<file path="config.mk">
export PLATFORM = sky130hd
export DESIGN_NAME = alu_operand_loader_flat
export DESIGN_NICKNAME = d
export VERILOG_FILES = /design/src/rtl/alu_operand_loader_if.sv /design/src/rtl/alu_operand_loader.sv /design/src/flat_wrapper.sv
export SDC_FILE = /design/constraint.sdc
export NUM_CORES = 1
export LEC_CHECK = 0
export BUFFER_PORTS_ARGS = -buffer_cell sky130_fd_sc_hd__clkbuf_2
export CAP_MARGIN = 20
export CORE_MARGIN = 2
export CORE_UTILIZATION = 56
export DETAILED_ROUTE_END_ITERATION = 8
export GPL_TIMING_DRIVEN = 0
export PLACE_DENSITY = 0.8
export REMOVE_ABC_BUFFERS = 1
export SKIP_CTS_REPAIR_TIMING = 1
export SYNTH_ARGS = -nofsm -noshare
export SYNTH_HDL_FRONTEND = slang
export SYNTH_SLANG_ARGS = --single-unit
</file>
<file path="constraint.sdc">
create_clock -name clk -period 2.65 [get_ports clk]
set_input_delay 0.1325 -clock clk [delete_from_list [all_inputs] [get_ports clk]]
set_output_delay 0.1325 -clock clk [all_outputs]
set_load 0.05 [all_outputs]
</file>
<file path="src/rtl/alu_operand_loader_if.sv">
// Bus bundle between a chunk producer/consumer and the ALU operand loader.
// N and W of the interface instance must match those of the loader it feeds.
interface alu_operand_loader_if #(
  parameter int N = 32,
  parameter int W = 8
);
  logic [W-1:0] in_data;
  logic         in_valid;
  logic         in_ready;
  logic [N-1:0] a;
  logic [N-1:0] b;
  logic [3:0]   op;
  logic         out_valid;
  logic         out_ready;
  logic [15:0]  op_count;

  // Loader side
  modport slave (
    input  in_data, in_valid, out_ready,
    output in_ready, a, b, op, out_valid, op_count
  );

  // Producer / ALU-stage side
  modport master (
    output in_data, in_valid, out_ready,
    input  in_ready, a, b, op, out_valid, op_count
  );
endinterface

</file>
<file path="src/rtl/alu_operand_loader.sv">
// Assembles an ALU operation from a stream of W-bit chunks:
// one opcode chunk, then K=N/W chunks of A, then K chunks of B (LS chunk first),
// and presents {a, b, op} with a valid/ready handshake.
module alu_operand_loader #(
  parameter int N = 32,
  parameter int W = 8
) (
  input  logic                clk,
  input  logic                reset,   // asynchronous, active-low
  input  logic                clear,   // synchronous frame abort
  alu_operand_loader_if.slave bus
);

  localparam int K    = N / W;
  localparam int CW   = (K > 1) ? $clog2(K) : 1;
  localparam logic [CW-1:0] LAST = CW'(K - 1);

  // Opcode needs at least 4 bits per chunk and operands must split evenly.
  generate
    if ((N % W) != 0 || W < 4) begin : g_param_check
      $error("alu_operand_loader: N must be a multiple of W and W >= 4");
    end
  endgenerate

  typedef enum logic [1:0] {S_OP, S_A, S_B, S_OUT} state_t;

  state_t        state_q, state_d;
  logic [CW-1:0] cnt_q, cnt_d;
  logic [N-1:0]  a_q, a_d;
  logic [N-1:0]  b_q, b_d;
  logic [3:0]    op_q, op_d;
  logic [15:0]   op_count_q, op_count_d;

  logic          in_ready;
  logic          xfer;
  logic [K-1:0]  chunk_sel;

  // One-hot select of the operand chunk addressed by the chunk counter.
  generate
    for (genvar gi = 0; gi < K; gi++) begin : g_chunk_sel
      assign chunk_sel[gi] = (cnt_q == CW'(gi));
    end
  endgenerate

  // Ready is a pure state decode so there is no path from in_valid.
  assign in_ready = (state_q != S_OUT);
  assign xfer     = bus.in_valid && in_ready;

  // Next-state and datapath update; clear overrides transfers and handshakes.
  always_comb begin
    state_d    = state_q;
    cnt_d      = cnt_q;
    a_d        = a_q;
    b_d        = b_q;
    op_d       = op_q;
    op_count_d = op_count_q;

    if (clear) begin
      state_d = S_OP;
      cnt_d   = '0;
    end else begin
      case (state_q)
        S_OP: begin
          if (xfer) begin
            op_d    = bus.in_data[3:0];
            cnt_d   = '0;
            state_d = S_A;
          end
        end
        S_A: begin
          if (xfer) begin
            for (int i = 0; i < K; i++) begin
              if (chunk_sel[i]) a_d[i*W +: W] = bus.in_data;
            end
            if (cnt_q == LAST) begin
              cnt_d   = '0;
              state_d = S_B;
            end else begin
              cnt_d = cnt_q + 1'b1;
            end
          end
        end
        S_B: begin
          if (xfer) begin
            for (int i = 0; i < K; i++) begin
              if (chunk_sel[i]) b_d[i*W +: W] = bus.in_data;
            end
            if (cnt_q == LAST) begin
              cnt_d   = '0;
              state_d = S_OUT;
            end else begin
              cnt_d = cnt_q + 1'b1;
            end
          end
        end
        S_OUT: begin
          if (bus.out_ready) begin
            state_d    = S_OP;
            op_count_d = op_count_q + 16'd1;
          end
        end
        default: begin
          state_d = S_OP;
          cnt_d   = '0;
        end
      endcase
    end
  end

  // State and datapath registers with asynchronous active-low reset.
  always_ff @(posedge clk or negedge reset) begin
    if (!reset) begin
      state_q    <= S_OP;
      cnt_q      <= '0;
      a_q        <= '0;
      b_q        <= '0;
      op_q       <= '0;
      op_count_q <= '0;
    end else begin
      state_q    <= state_d;
      cnt_q      <= cnt_d;
      a_q        <= a_d;
      b_q        <= b_d;
      op_q       <= op_d;
      op_count_q <= op_count_d;
    end
  end

  assign bus.in_ready  = in_ready;
  assign bus.a         = a_q;
  assign bus.b         = b_q;
  assign bus.op        = op_q;
  assign bus.out_valid = (state_q == S_OUT);
  assign bus.op_count  = op_count_q;

endmodule

</file>
<file path="src/flat_wrapper.sv">
// flat-port wrapper written by rule: the top's interface ports become plain ports
module alu_operand_loader_flat 
#(
  parameter int N = 32,
  parameter int W = 8
)
  (clk, reset, clear, bus_in_data, bus_in_valid, bus_out_ready, bus_in_ready, bus_a, bus_b, bus_op, bus_out_valid, bus_op_count);
  alu_operand_loader_if #(.N(N), .W(W)) bus_i ();
  input  logic clk;
  input  logic reset;
  input  logic clear;
  input wire logic [$bits(bus_i.in_data)-1:0] bus_in_data;
  input wire logic [$bits(bus_i.in_valid)-1:0] bus_in_valid;
  input wire logic [$bits(bus_i.out_ready)-1:0] bus_out_ready;
  output wire logic [$bits(bus_i.in_ready)-1:0] bus_in_ready;
  output wire logic [$bits(bus_i.a)-1:0] bus_a;
  output wire logic [$bits(bus_i.b)-1:0] bus_b;
  output wire logic [$bits(bus_i.op)-1:0] bus_op;
  output wire logic [$bits(bus_i.out_valid)-1:0] bus_out_valid;
  output wire logic [$bits(bus_i.op_count)-1:0] bus_op_count;
  assign bus_i.in_data = bus_in_data;
  assign bus_i.in_valid = bus_in_valid;
  assign bus_i.out_ready = bus_out_ready;
  assign bus_in_ready = bus_i.in_ready;
  assign bus_a = bus_i.a;
  assign bus_b = bus_i.b;
  assign bus_op = bus_i.op;
  assign bus_out_valid = bus_i.out_valid;
  assign bus_op_count = bus_i.op_count;
  alu_operand_loader #(.N(N), .W(W)) u_core (.clk(clk), .reset(reset), .clear(clear), .bus(bus_i));
endmodule
</file>
=== Yosys cells after proc, flatten, opt, wreduce, memory -nomap -nowiden ===
Index checks and enable logic that the tools add are counted.

* Flip-flop bits (word level): 88
* Latch bits: 0
* RAM bits: 0
* Bits in read-only memories: 0
* Bits of input ports: 13
* Word-level logic and storage cells: 59
* Memories kept: 0

* Add/subtract/negate cells: 2
* Multiply operators: 0
* Div/mod/pow operators: 0
* Magnitude comparators: 0
* Equal/unequal tests: 14
* Shift operators: 0
* Multiplexer cells: 13
* Bitwise gates (word level): 1
* Reduce and logical (&&, ||, !) cells: 17

{| class="wikitable"
|+ Operators with widths
! cell !! count
|-
| AND reduction 4 bit || 8
|-
| 2-to-1 mux 2 bit || 11
|-
| adder 16 x 1 -> 16 bit (second input constant) || 1
|-
| inequality test 3 x 2 -> 1 bit (second input constant) || 5
|-
| AND reduction 3 bit || 3
|-
| == test 2 bit (second input constant) || 4
|-
| one-hot mux 2 bit (4 select lines) || 1
|-
| AND reduction 6 bit || 1
|-
| == test 2 x 1 -> 1 bit (second input constant) || 2
|-
| zero test 2 bit || 2
|-
| one-hot mux 2 bit (2 select lines) || 1
|-
| inequality test 3 x 1 -> 1 bit (second input constant) || 1
|-
| inequality test 3 bit (second input constant) || 1
|-
| nonzero test 3 bit || 1
|-
| adder 2 x 1 -> 2 bit (second input constant) || 1
|-
| inequality test 2 bit (second input constant) || 1
|-
| OR reduction 2 bit || 1
|-
| logical AND 1 bit || 1
|-
| NOT 1 bit || 1
|}

=== Longest topological paths before layout ===
Gate-level depths: netlist of the first run.

* Depth after elaboration: 5
* Depth in mapped cells: 5

=== Least setup slack after synthesis of the first run ===
Ideal clock, no wire load.

* Path type: register -> register
* Start: reg u_core.state_q[0]
* End: reg u_core.op_count_q[1], in the netlist u_core.bus.op_count[1]
* Library setup time: 0.125 ns
* Data arrival time: 2.066 ns
* Slack: 0.459 ns
* Cell stages (with the launch flop): 5
* Buffers on the path: 0
* Clock period less this slack: 2.191 ns
* Path through: dfrtp_1 ha_1 inv_1 or3_1 mux2_2

* Word-level cells in the longest chain between the ends: 2

{| class="wikitable"
|+ Ends and longest elaborated chain
! item !! line !! RTL
|-
| start, declared || alu_operand_loader.sv:27 || <nowiki>state_t state_q, state_d;</nowiki>
|-
| start signal, assigned || alu_operand_loader.sv:120 || <nowiki>state_q <= state_d;</nowiki>
|-
| == test 2 bit || -- ||
|-
| via bus_out_valid || flat_wrapper.sv:19 || <nowiki>output wire logic [$bits(bus_i.out_valid)-1:0] bus_out_valid;</nowiki>
|-
| AND reduction 3 bit (no source line) || -- ||
|-
| end signal, assigned || alu_operand_loader.sv:125 || <nowiki>op_count_q <= op_count_d;</nowiki>
|-
| end, declared || alu_operand_loader.sv:32 || <nowiki>logic [15:0] op_count_q, op_count_d;</nowiki>
|}

The timed path passes the listed nets, and every way through them passes these cells.
A chain may end at the register's enable or synchronous reset.

=== Worst setup path in the final report of the first run ===
* Start: reg u_core.state_q[0]
* End: reg u_core.b_q[12], in the netlist u_core.bus.b[12]

* Word-level cells in the longest chain between the ends: 3

{| class="wikitable"
|+ Ends and longest elaborated chain
! item !! line !! RTL
|-
| inequality test 2 bit || alu_operand_loader.sv:46 || <nowiki>assign in_ready = (state_q != S_OUT);</nowiki>
|-
| logical AND 1 bit || alu_operand_loader.sv:47 || <nowiki>assign xfer = bus.in_valid && in_ready;</nowiki>
|-
| AND reduction 4 bit (no source line) (*) || -- ||
|-
| end signal, assigned || alu_operand_loader.sv:116 || <nowiki>b_q <= '0;</nowiki>
|-
| end signal, assigned || alu_operand_loader.sv:123 || <nowiki>b_q <= b_d;</nowiki>
|-
| end, declared || alu_operand_loader.sv:30 || <nowiki>logic [N-1:0] b_q, b_d;</nowiki>
|}

Mark *: on every way between the ends. The rest lies on a longest branch, timed or not.

==> results of run 1 <==
## layer usage
metal	up-vias	share of wire, %
met5	-	0
met4	0	1.8
li1	1080	-
met2	76	46
met3	13	7.3
met1	1163	45
## kinds of logic (layout without fill, tap and decap cells)
| group | count (synthesis) | after routing | synth area share (%) |
|---|---|---|---|
| simple gates | 48 | 48 | 8.58 |
| mux | 71 | 71 | 21.9 |
| xor+xnor | 15 | 15 | 3.60 |
| compound gates | 7 | 7 | 1.34 |
| buf+inv | 7 | 122 | 0.755 |
| fa+ha+maj | 10 | 10 | 3.43 |
| flops | 88 | 88 | 60.4 |
## area by class of cell
cell class / instances / area (µm²) / share of cell area [%]
well taps: 77 / 96.3 / 2.17
clock inverters: 6 / 45.0 / 1.01
repair buffers: 100 / 531 / 12.0
inverters: 6 / 22.5 / 0.507
multi-input cells: 151 / 1420 / 31.9
flip-flops and latches: 88 / 2200 / 49.6
clock buffers: 10 / 128 / 2.87
## through the flow
stage | utilization [%] | total power, mW | area, µm² | hold WS [ns] | worst slack, ns
final | 70.3 | 4.25 | 4440 | 0.111 | 0.578
after global routing | 70.3 | 4.44 | 4440 | 0.121 | 0.431
after detailed placement | 67.4 | 3.45 | 4260 | 0.208 | 0.580
after global placement | 66.9 | 3.41 | 4230 | 0.461 | 0.503
after floorplan | - | 3.03 | 3640 | -0.163 | 0.459
after CTS | 70.2 | 4.29 | 4430 | -0.182 | 0.562
## where the power goes
part / switching [mW] / internal (mW)
sequential: 0.150 / 1.60
combinational: 1.22 / 0.448
clock: 0.486 / 0.344
## cell usage after synthesis (all sizes together)
| master | n |
|---|---|
| dfrtp | 88 |
| mux2 | 69 |
| nand2 | 17 |
| ha | 10 |
| xnor2 | 10 |
| inv | 6 |
| nor2 | 6 |
| nand4 | 5 |
| xor2 | 5 |
| nand2b | 4 |
| nor3 | 3 |
| nor3b | 3 |
| a32oi | 2 |
| and2 | 2 |
| mux2i | 2 |
| nand3 | 2 |
| o21ai | 2 |
| a21oi | 1 |
| and4 | 1 |
| and4b | 1 |
| buf | 1 |
| nand4b | 1 |
| nor2b | 1 |
| o21bai | 1 |
| o2bb2ai | 1 |
| or2 | 1 |
| or3 | 1 |
## flip-flops by register name, indices dropped and copies added (netlist names)
name                 flops
u_core.bus.a            32
u_core.bus.b            32
u_core.bus.op            4
u_core.bus.op_count     16
u_core.cnt_q             2
u_core.state_q           2
## final timing paths
check	to	startpoint	slack [ns]	depth (start not counted)
max	u_core.bus.b[12]$_DFFE_PN0P_	u_core.state_q[0]$_DFFE_PN0P_	0.58	5
min	u_core.bus.b[20]$_DFFE_PN0P_	bus_in_data[4]	0.11	2
max reg2reg	u_core.bus.b[12]$_DFFE_PN0P_	u_core.state_q[0]$_DFFE_PN0P_	0.58	5
min reg2reg	u_core.bus.op_count[15]$_DFFE_PN0P_	u_core.bus.op_count[15]$_DFFE_PN0P_	0.48	1
max in group asynchronous	u_core.bus.b[16]$_DFFE_PN0P_	reset	1.64	3
min in group asynchronous	u_core.bus.op_count[4]$_DFFE_PN0P_	reset	0.38	2
==> key figures, run 1 <==
GRT
  • Grt ovf: 0
  • Pin count of the biggest net entering global routing: 47
  • Met3 Use GR: 6.49%
  • GR Util met1: approximately 30%
  • First-pass GRT wire length: roughly 12,000 µm
  • Vias in the first global route: 2,458
  • Grt peak-use layer: met2
  • Total track usage: approximately 22%
  • Initial antenna violation count: 0
  • Met2 GRT Util: between 30% and 40%

Route
  • # DRC: 0
  • Wire per inst: about 17 µm
  • Via/cell ratio: roughly 5.3
  • 1st-pass router iterations: 4
  • Routed WL: 7500 µm
  • Routed vias: approximately 2,300
  • Antenna Violating Nets Remaining: 0
  • First DRT Iteration DRCs: 110

Logic synthesis
  • Largest cells by area after synthesis: dfrtp_1 60%, mux2_2 20%, ha_1 3.4%
  • Synth cell types: 32
  • Synth Register Bits: between 80 and 90
  • Post-synthesis sequential area ratio: approximately three fifths
  • Post-Syn Area: about 3600 µm²
  • Gate Count Post-Synth: 246
  • Post-synth top area share: 60.4%
  • Ys Warns: 0
  • Synthesized area per cell: about 15 µm²
  • Area leader, netlist: dfrtp_1

Die
  • Chip Height: 84.7 µm
  • Initial core utilization: 57.7%
  • Row count: 29
  • Die area: 7170 µm²
  • Top Ports: 99
  • Die width: between 80 and 90 µm
  • Placeable Area: 6310 µm²

Setup path
  • Highest cell delay on the worst timing path: ~0.43 ns
  • Worst Path Buf+Inv: 0
  • Crit. End Element: flip-flop
  • Crit path kind: reg2reg
  • Top delay family on crit path: simple AND/OR/NAND/NOR gates
  • Crit start category: flip-flop
  • Slowest cell on the critical path: dfrtp_1
  • Crit-path cells: ha_1 > nand2b_4 > nor3b_2 > nand2_1 > mux2_1
  • Critical path required time: between 2 and 3 ns
  • Crit-path max FO: 8
  • CP arrival: 2.31 ns

Clocking
  • Clock root buffer: clkbuf_8
  • CTS clk-pin slew, worst paths: roughly 0.090 ns
  • Clk Latency, worst-skew pair: roughly 0.34 ns
  • Clock Tree Buf Depth: 2
  • Clock Sinks: 88
  • Num CTS Buffers: 9
  • CTS tree: yes
  • Htree depth: 3

Layout
  • Layout Cells excl Fill: 438
  • FILL cells: ~460
  • Area delta synth->final: 21.8%
  • Post-layout net count: about 380
  • Commonest non-fill, non-tap cell in the layout: clkbuf_2
  • Inserted Diodes: 0
  • Most frequent cells in the layout: 97 x clkbuf_2, 88 x dfrtp_1, 65 x mux2_2, 13 x nand2_1
  • Share of cells above drive strength 1: a little over half

Timing
  • Setup violators final: 0
  • Post-route clock skew: 0.00349 ns
  • Worst slew pin tran: just over 0.6 ns
  • Final period util: 78.2%
  • Fin. max-slew vios: 0
  • Worst rel slew slack: between 50 and 60%
  • Sum Neg Setup Slack: 0 ns
  • Min Tclk post-route: 2.07 ns
  • Final Hold Fails: 0
  • RSZ-0062 raised after global routing: false
  • Peak Freq: roughly 480 MHz

Power and ir drop
  • Maximum vdd drop: roughly 0.85 mV
  • Pwr Density: approximately 960 nW/µm²
  • Leakage: between 2 and 2.5 nW

Flow run
  • Max cap viols: 0

Placed design
  • Global placement routability congestion: roughly 0.86
  • # port buffers: 98
  • Post-DP HPWL: 5260 µm
  • Placed Cells: roughly 420

Run status
  • Status: complete, no violations

Worst hold path
  • HP Class: in2reg
No activity file was read; power rests on OpenSTA's default activity.
==> inputs of run 2 (changes only) <==
--- a/config.mk
+++ b/config.mk
@@ -8,10 +8,10 @@
 export BUFFER_PORTS_ARGS = -buffer_cell sky130_fd_sc_hd__clkbuf_2
 export CAP_MARGIN = 20
 export CORE_MARGIN = 2
-export CORE_UTILIZATION = 56
+export CORE_UTILIZATION = 47
 export DETAILED_ROUTE_END_ITERATION = 8
 export GPL_TIMING_DRIVEN = 0
-export PLACE_DENSITY = 0.8
+export PLACE_DENSITY = 0.72
 export REMOVE_ABC_BUFFERS = 1
 export SKIP_CTS_REPAIR_TIMING = 1
 export SYNTH_ARGS = -nofsm -noshare
==> constraint.sdc (replaced) <==
create_clock -name clk -period 1.9 [get_ports clk]
set_input_delay 0.095 -clock clk [delete_from_list [all_inputs] [get_ports clk]]
set_output_delay 0.095 -clock clk [all_outputs]
set_load 0.05 [all_outputs]
==> run 2 against run 1 <==
- non-clock buffer count rose by 4
- clock skew rose by 0.0065 ns
- fmax rose by 13%
- via count rose by 0.51%
- critical path type unchanged
- die area rose by 18%
- cell area rose by 2.6%
- register-to-register slack got worse by 0.52 ns
- global-route usage fell by 3.0 points
- final cell count rose by 6.4%
==> key figures, run 2 (synthesized netlist as in run 1, its figures left out) <==
Run status
  • Status: complete, no violations (unchanged)

Route
  • 1st-pass router iterations: 5 (was 4)
  • Antenna Violating Nets Remaining: 0 (unchanged)
  • Wire per inst: 16.5 µm (was 17.1 µm)
  • First DRT Iteration DRCs: 110 (unchanged)
  • Routed vias: 2,344 (was 2,332)
  • Routed WL: 7710 µm (was 7500 µm)
  • # DRC: 0 (unchanged)
  • Via/cell ratio: 5.03 (was 5.32)

Die
  • Initial core utilization: 47.9% (was 57.7%)
  • Die width: 92.1 µm (was 84.7 µm)
  • Row count: 32 (was 29)
  • Placeable Area: 7610 µm² (was 6310 µm²)
  • Die area: 8480 µm² (was 7170 µm²)
  • Chip Height: 92.1 µm (was 84.7 µm)
  • Top Ports: 99 (unchanged)

Setup path
  • CP arrival: 2.08 ns (was 2.31 ns)
  • Worst Path Buf+Inv: 0 (unchanged)
  • Crit start category: flip-flop (unchanged)
  • Highest cell delay on the worst timing path: 0.45 ns (was 0.43 ns)
  • Reg2Reg Depth: 5 (unchanged)
  • Top delay family on crit path: simple AND/OR/NAND/NOR gates (unchanged)
  • Crit path kind: reg2reg (unchanged)
  • Slowest cell on the critical path: dfrtp_1 (unchanged)
  • Crit. End Element: flip-flop (unchanged)
  • Reg-to-Reg End: u_core.bus.b[12]$_DFFE_PN0P_ (unchanged)
  • Crit-path max FO: 8 (unchanged)
  • RR Startpoint: u_core.state_q[0]$_DFFE_PN0P_ (unchanged)
  • Critical path required time: 2.14 ns (was 2.88 ns)
  • Worst path depth: 5 (unchanged)
  • R2R setup slack: 0.06 ns (was 0.58 ns)
  • Crit-path cells: ha_4 > nand2b_4 > nor3b_4 > nand2_2 > mux2_1 (was ha_1 > nand2b_4 > nor3b_2 > nand2_1 > mux2_1)
  • CP Capture Point: u_core.bus.b[12]$_DFFE_PN0P_ (unchanged)
  • Critical path launch point: u_core.state_q[0]$_DFFE_PN0P_ (unchanged)

Layout
  • Layout Cells excl Fill: 466 (was 438)
  • Multi-input logic area: 1450 µm² (was 1420 µm²)
  • Post-layout net count: 383 (was 379)
  • Register area: 2200 µm² (unchanged)
  • Commonest non-fill, non-tap cell in the layout: clkbuf_2 (unchanged)
  • Share of cells above drive strength 1: 54.4% (was 52.4%)
  • Area delta synth->final: 25.0% (was 21.8%)
  • Most frequent cells in the layout: 97 x clkbuf_2, 88 x dfrtp_1, 65 x mux2_2, 10 x xnor2_1 (was 97 x clkbuf_2, 88 x dfrtp_1, 65 x mux2_2, 13 x nand2_1)
  • FILL cells: 638 (was 463)
  • Inserted Diodes: 0 (unchanged)

Timing
  • Worst hold margin: 0.0627 ns (was 0.111 ns)
  • Final period util: 96.7% (was 78.2%)
  • Worst rel slew slack: 70.5% (was 58.5%)
  • Setup violators final: 0 (unchanged)
  • Min Tclk post-route: 1.84 ns (was 2.07 ns)
  • Peak Freq: 544 MHz (was 483 MHz)
  • PnR worst setup slack: 0.0628 ns (was 0.578 ns)
  • Post-route clock skew: 0.0100 ns (was 0.00349 ns)
  • Fin. max-slew vios: 0 (unchanged)
  • Final Hold Fails: 0 (unchanged)
  • Worst slew pin tran: 0.443 ns (was 0.623 ns)

GRT
  • First-pass GRT wire length: 12,400 µm (was 12,200 µm)
  • Total track usage: 19.3% (was 22.3%)
  • Vias in the first global route: 2,396 (was 2,458)
  • Initial antenna violation count: 0 (unchanged)
  • Pin count of the biggest net entering global routing: 61 (was 47)
  • Grt ovf: 0 (unchanged)

Worst hold path
  • Hold_sp: bus_in_data[4] (unchanged)
  • HP Class: in2reg (unchanged)

Clocking
  • CTS tree: yes (unchanged)
  • Clock Tree Buf Depth: 2 (unchanged)
  • CTS clk-pin slew, worst paths: 0.09 ns (about the same)
  • Clock root buffer: clkbuf_8 (unchanged)
  • Htree depth: 3 (unchanged)
  • Num CTS Buffers: 9 (unchanged)
  • Clk Latency, worst-skew pair: 0.36 ns (was 0.34 ns)
  • Clock Sinks: 88 (unchanged)

Power and ir drop
  • Pwr Density: 1340 nW/µm² (was 957 nW/µm²)
  • Combinational Power Share: 39.1% (was 39.3%)
  • Sequential cell fraction of total power: 39.9% (was 41.2%)
  • Internal power: 3.49 mW (was 2.39 mW)
  • Leakage: 2.45 nW (was 2.40 nW)
  • Clock share of power: 20.9% (was 19.5%)
  • Sw frac: 42.7% (was 43.7%)
  • Maximum vdd drop: 0.796 mV (was 0.847 mV)
  • Net Sw Power: 2.60 mW (was 1.86 mW)

Placed design
  • Global placement routability congestion: 0.737 (was 0.856)
  • Setup WS pre-CTS: -0.155 ns (was 0.580 ns)
  • Placed Cells: 446 (was 421)
  • Post-DP HPWL: 5430 µm (was 5260 µm)
  • # port buffers: 98 (unchanged)

Flow run
  • Max cap viols: 0 (unchanged)
[run 2: cell count changes in the layout (fill, tap and decap cells not counted), sizes merged]
cell / change
clkinvlp: -2
clkbuf: -1
clkinv: +1
bufinv: +1
buf: +4
[run 2: power by group through the flow]
stage	clock [mW]	sequential, mW	combinational (mW)
floorplan	0	3.63	0.593
global placement	0	2.45	2.31
detailed placement	0	2.47	2.34
CTS	1.31	2.43	2.35
global route	1.41	2.48	2.52
finish	1.28	2.43	2.39
[run 2: metal layers]
layer | track usage [%] | part of all wire (%)
met1 | 26.1 | 45
met3 | 6.33 | 7.1
met5 | 0 | 0
met4 | 7.96 | 2.1
met2 | 28.9 | 45
[run 2: layout make-up]
class | count | area share (%)
repair buffers | 104 | 12.3
clock buffers | 9 | 2.72
flip-flops and latches | 88 | 48.4
inverters | 6 | 0.495
well taps | 102 | 2.80
clock inverters | 6 | 1.51
multi-input cells | 151 | 31.8
[run 2: how the worst min path moves through the flow]
stage,slack [ns],cells past startpoint,endpoint
finish,0.06,2,u_core.bus.b[20]$_DFFE_PN0P_
global route,0.07,2,u_core.bus.b[20]$_DFFE_PN0P_
CTS,-0.29,1,u_core.bus.op_count[11]$_DFFE_PN0P_
detailed placement,0.09,1,u_core.bus.op_count[11]$_DFFE_PN0P_
global placement,0.43,2,u_core.bus.a[5]$_DFFE_PN0P_
floorplan,-0.20,0,u_core.bus.a[0]$_DFFE_PN0P_
[run 2: metrics by stage]
step	total power, mW	cell area (µm²)	setup TNS [ns]	utilization, %
5_1_grt	6.41	4550	-0.000718	59.9
3_3_place_gp	4.76	4260	-23.29	56.0
2_1_floorplan	4.23	3640	-6.68	-
4_1_cts	6.09	4480	-7.37	58.9
6_report	6.10	4550	0	59.9
3_5_place_dp	4.81	4290	-5.59	56.4
==> inputs of run 3 (changes only) <==
--- a/config.mk
+++ b/config.mk
@@ -13,6 +13,7 @@
 export GPL_TIMING_DRIVEN = 0
 export PLACE_DENSITY = 0.72
 export REMOVE_ABC_BUFFERS = 1
+export SETUP_SLACK_MARGIN = 0.15
 export SKIP_CTS_REPAIR_TIMING = 1
 export SYNTH_ARGS = -nofsm -noshare
 export SYNTH_HDL_FRONTEND = slang
==> run 3 against run 2 <==
- via count increased by 0.90%
- clock power about the same
- wire length increased by 1.8%
- final cell count is 0.43% higher
- sequential power about the same
- critical path depth increased by 1
- largest cell class unchanged
- largest power group is now combinational logic
==> key figures, run 3 (synthesized netlist as in run 1, its figures left out) <==
Timing
  • Setup violators final: 0 (unchanged)
  • Post-route clock skew: 0.0101 ns (was 0.0100 ns)
  • Worst rel slew slack: 70.4% (was 70.5%)
  • RSZ-0062 raised after global routing: true
  • Worst hold margin: 0.0842 ns (was 0.0627 ns)
  • Final period util: 97.3% (was 96.7%)
  • Sum Neg Setup Slack: 0 ns (unchanged)
  • Min Tclk post-route: 1.85 ns (was 1.84 ns)
  • Worst slew pin tran: 0.440 ns (was 0.443 ns)
  • Fin. max-slew vios: 0 (unchanged)
  • PnR worst setup slack: 0.0505 ns (was 0.0628 ns)
  • Peak Freq: 541 MHz (was 544 MHz)
  • Final Hold Fails: 0 (unchanged)

Route
  • First DRT Iteration DRCs: 68 (was 110)
  • Wire length on met1: 3490 µm (was 3500 µm)
  • Wire per inst: 16.8 µm (was 16.5 µm)
  • Top Metal Used: met4 (unchanged)
  • # DRC: 0 (unchanged)
  • 1st-pass router iterations: 4 (was 5)
  • Routed vias: 2,365 (was 2,344)
  • Routed WL: 7840 µm (was 7710 µm)
  • Via/cell ratio: 5.05 (was 5.03)
  • Metal3 WL: 536 µm (was 546 µm)
  • DR WL met2: 3620 µm (was 3490 µm)
  • Antenna Violating Nets Remaining: 0 (unchanged)

Power and ir drop
  • Leakage: 2.46 nW (was 2.45 nW)
  • Pwr Density: 1330 nW/µm² (was 1340 nW/µm²)
  • Maximum vdd drop: 0.810 mV (was 0.796 mV)

GRT
  • Pin count of the biggest net entering global routing: 61 (unchanged)
  • First-pass GRT wire length: 12,400 µm (unchanged)
  • Vias in the first global route: 2,396 (unchanged)
  • Total track usage: 19.3% (unchanged)
  • Initial antenna violation count: 0 (unchanged)
  • Grt ovf: 0 (unchanged)

Placed design
  • Placed Area: 4290 µm² (unchanged)
  • Global placement routability congestion: 0.737 (unchanged)
  • Post-DP HPWL: 5430 µm (unchanged)
  • Setup WS pre-CTS: -0.155 ns (unchanged)
  • # port buffers: 98 (unchanged)

Clocking
  • Clock Tree Buf Depth: 2 (unchanged)
  • CTS clk-pin slew, worst paths: 0.09 ns (about the same)
  • Htree depth: 3 (unchanged)
  • CTS tree: yes (unchanged)
  • Clock root buffer: clkbuf_8 (unchanged)
  • Num CTS Buffers: 9 (unchanged)
  • Clk Latency, worst-skew pair: 0.36 ns (about the same)
  • Clock Sinks: 88 (unchanged)

Setup path
  • R2R setup slack: 0.05 ns (was 0.06 ns)
  • CP arrival: 2.09 ns (was 2.08 ns)
  • Reg-to-Reg End: u_core.bus.b[20]$_DFFE_PN0P_ (was u_core.bus.b[12]$_DFFE_PN0P_)
  • Crit start category: flip-flop (unchanged)
  • Crit path kind: reg2reg (unchanged)
  • Critical path required time: 2.14 ns (about the same)
  • Crit-path cells: ha_4 > nand2b_4 > nor3b_4 > buf_6 > nand2_8 > mux2_4 (was ha_4 > nand2b_4 > nor3b_4 > nand2_2 > mux2_1)
  • Top delay family on crit path: simple AND/OR/NAND/NOR gates (unchanged)
  • Reg2Reg Depth: 6 (was 5)
  • Crit-path max FO: 8 (unchanged)
  • Highest cell delay on the worst timing path: 0.46 ns (was 0.45 ns)
  • Slowest cell on the critical path: dfrtp_2 (was dfrtp_1)
  • Crit. End Element: flip-flop (unchanged)
  • RR Startpoint: u_core.state_q[0]$_DFFE_PN0P_ (unchanged)
  • Worst Path Buf+Inv: 1 (was 0)

Layout
  • Final instance area: 4660 µm² (was 4550 µm²)
  • Post-layout net count: 385 (was 383)
  • Share of cells above drive strength 1: 56.8% (was 54.4%)
  • Inserted Diodes: 0 (unchanged)
  • Commonest non-fill, non-tap cell in the layout: clkbuf_2 (unchanged)
  • Area delta synth->final: 27.9% (was 25.0%)
  • Post-layout util: 61.3% (was 59.9%)
  • Most frequent cells in the layout: 97 x clkbuf_2, 87 x dfrtp_1, 65 x mux2_2, 10 x xnor2_1 (was 97 x clkbuf_2, 88 x dfrtp_1, 65 x mux2_2, 10 x xnor2_1)

Worst hold path
  • Hold_sp: bus_in_data[5] (was bus_in_data[4])
  • Hold Path Stages: 2 (unchanged)
  • Hold Crit Endpoint: u_core.bus.a[5]$_DFFE_PN0P_ (was u_core.bus.b[20]$_DFFE_PN0P_)
  • HP Class: in2reg (unchanged)

Die
  • Die width: 92.1 µm (unchanged)
  • Row count: 32 (unchanged)
  • Top Ports: 99 (unchanged)
  • Initial core utilization: 47.9% (unchanged)
  • Die area: 8480 µm² (unchanged)
  • Placeable Area: 7610 µm² (unchanged)
  • Chip Height: 92.1 µm (unchanged)

Flow run
  • Max cap viols: 0 (unchanged)

Run status
  • Status: complete, no violations (unchanged)
run 3: metrics by stage:
step                      std cells  total power, mW
final                           468             6.20
after global routing            468             6.51
after CTS                       461             6.09
after detailed placement        446             4.81
after global placement          445             4.76
after floorplan                 245             4.23
run 3: power breakdown:
group          internal, mW  switching (mW)  leakage [nW]
clock network         0.607           0.673        0.0957
logic                 0.711            1.77          1.18
registers              2.23           0.209          1.19
total                  3.55            2.65          2.46
run 3: how the worst max path moves through the flow:
stage / from / endpoint / slack (ns) / cells past startpoint
finish: u_core.state_q[0]$_DFFE_PN0P_ / u_core.bus.b[20]$_DFFE_PN0P_ / 0.05 / 6
global route: u_core.state_q[0]$_DFFE_PN0P_ / u_core.bus.b[20]$_DFFE_PN0P_ / 0.02 / 6
CTS: u_core.state_q[0]$_DFFE_PN0P_ / u_core.bus.b[29]$_DFFE_PN0P_ / -0.18 / 5
detailed placement: u_core.state_q[0]$_DFFE_PN0P_ / u_core.bus.b[29]$_DFFE_PN0P_ / -0.15 / 5
global placement: reset / u_core.bus.b[26]$_DFFE_PN0P_ / -0.22 / 1
floorplan: u_core.state_q[0]$_DFFE_PN0P_ / u_core.bus.op_count[1]$_DFFE_PN0P_ / -0.29 / 4
run 3: cell type report:
class | instances | area, µm²
well taps | 102 | 128
fillers | 627 | 2940
clock inverters | 6 | 68.8
inverters | 6 | 22.5
repair buffers | 106 | 583
multi-input cells | 151 | 1530
flip-flops and latches | 88 | 2200
clock buffers | 9 | 124
run 3: layer usage:
layer | up-vias | GRT usage [%]
met5 | - | 0
met3 | 16 | 6.33
met1 | 1170 | 26.1
met2 | 81 | 28.9
met4 | 0 | 7.96
li1 | 1098 | -
run 3: worst register-to-register path: cells and delay by family, from the launching register on:
family                     cells  cell delay [ns]
muxes                          1             0.32
DFF                            1             0.46
adders and majority gates      1             0.19
buffers and inverters          1             0.21
and+or+nand+nor                3             0.57
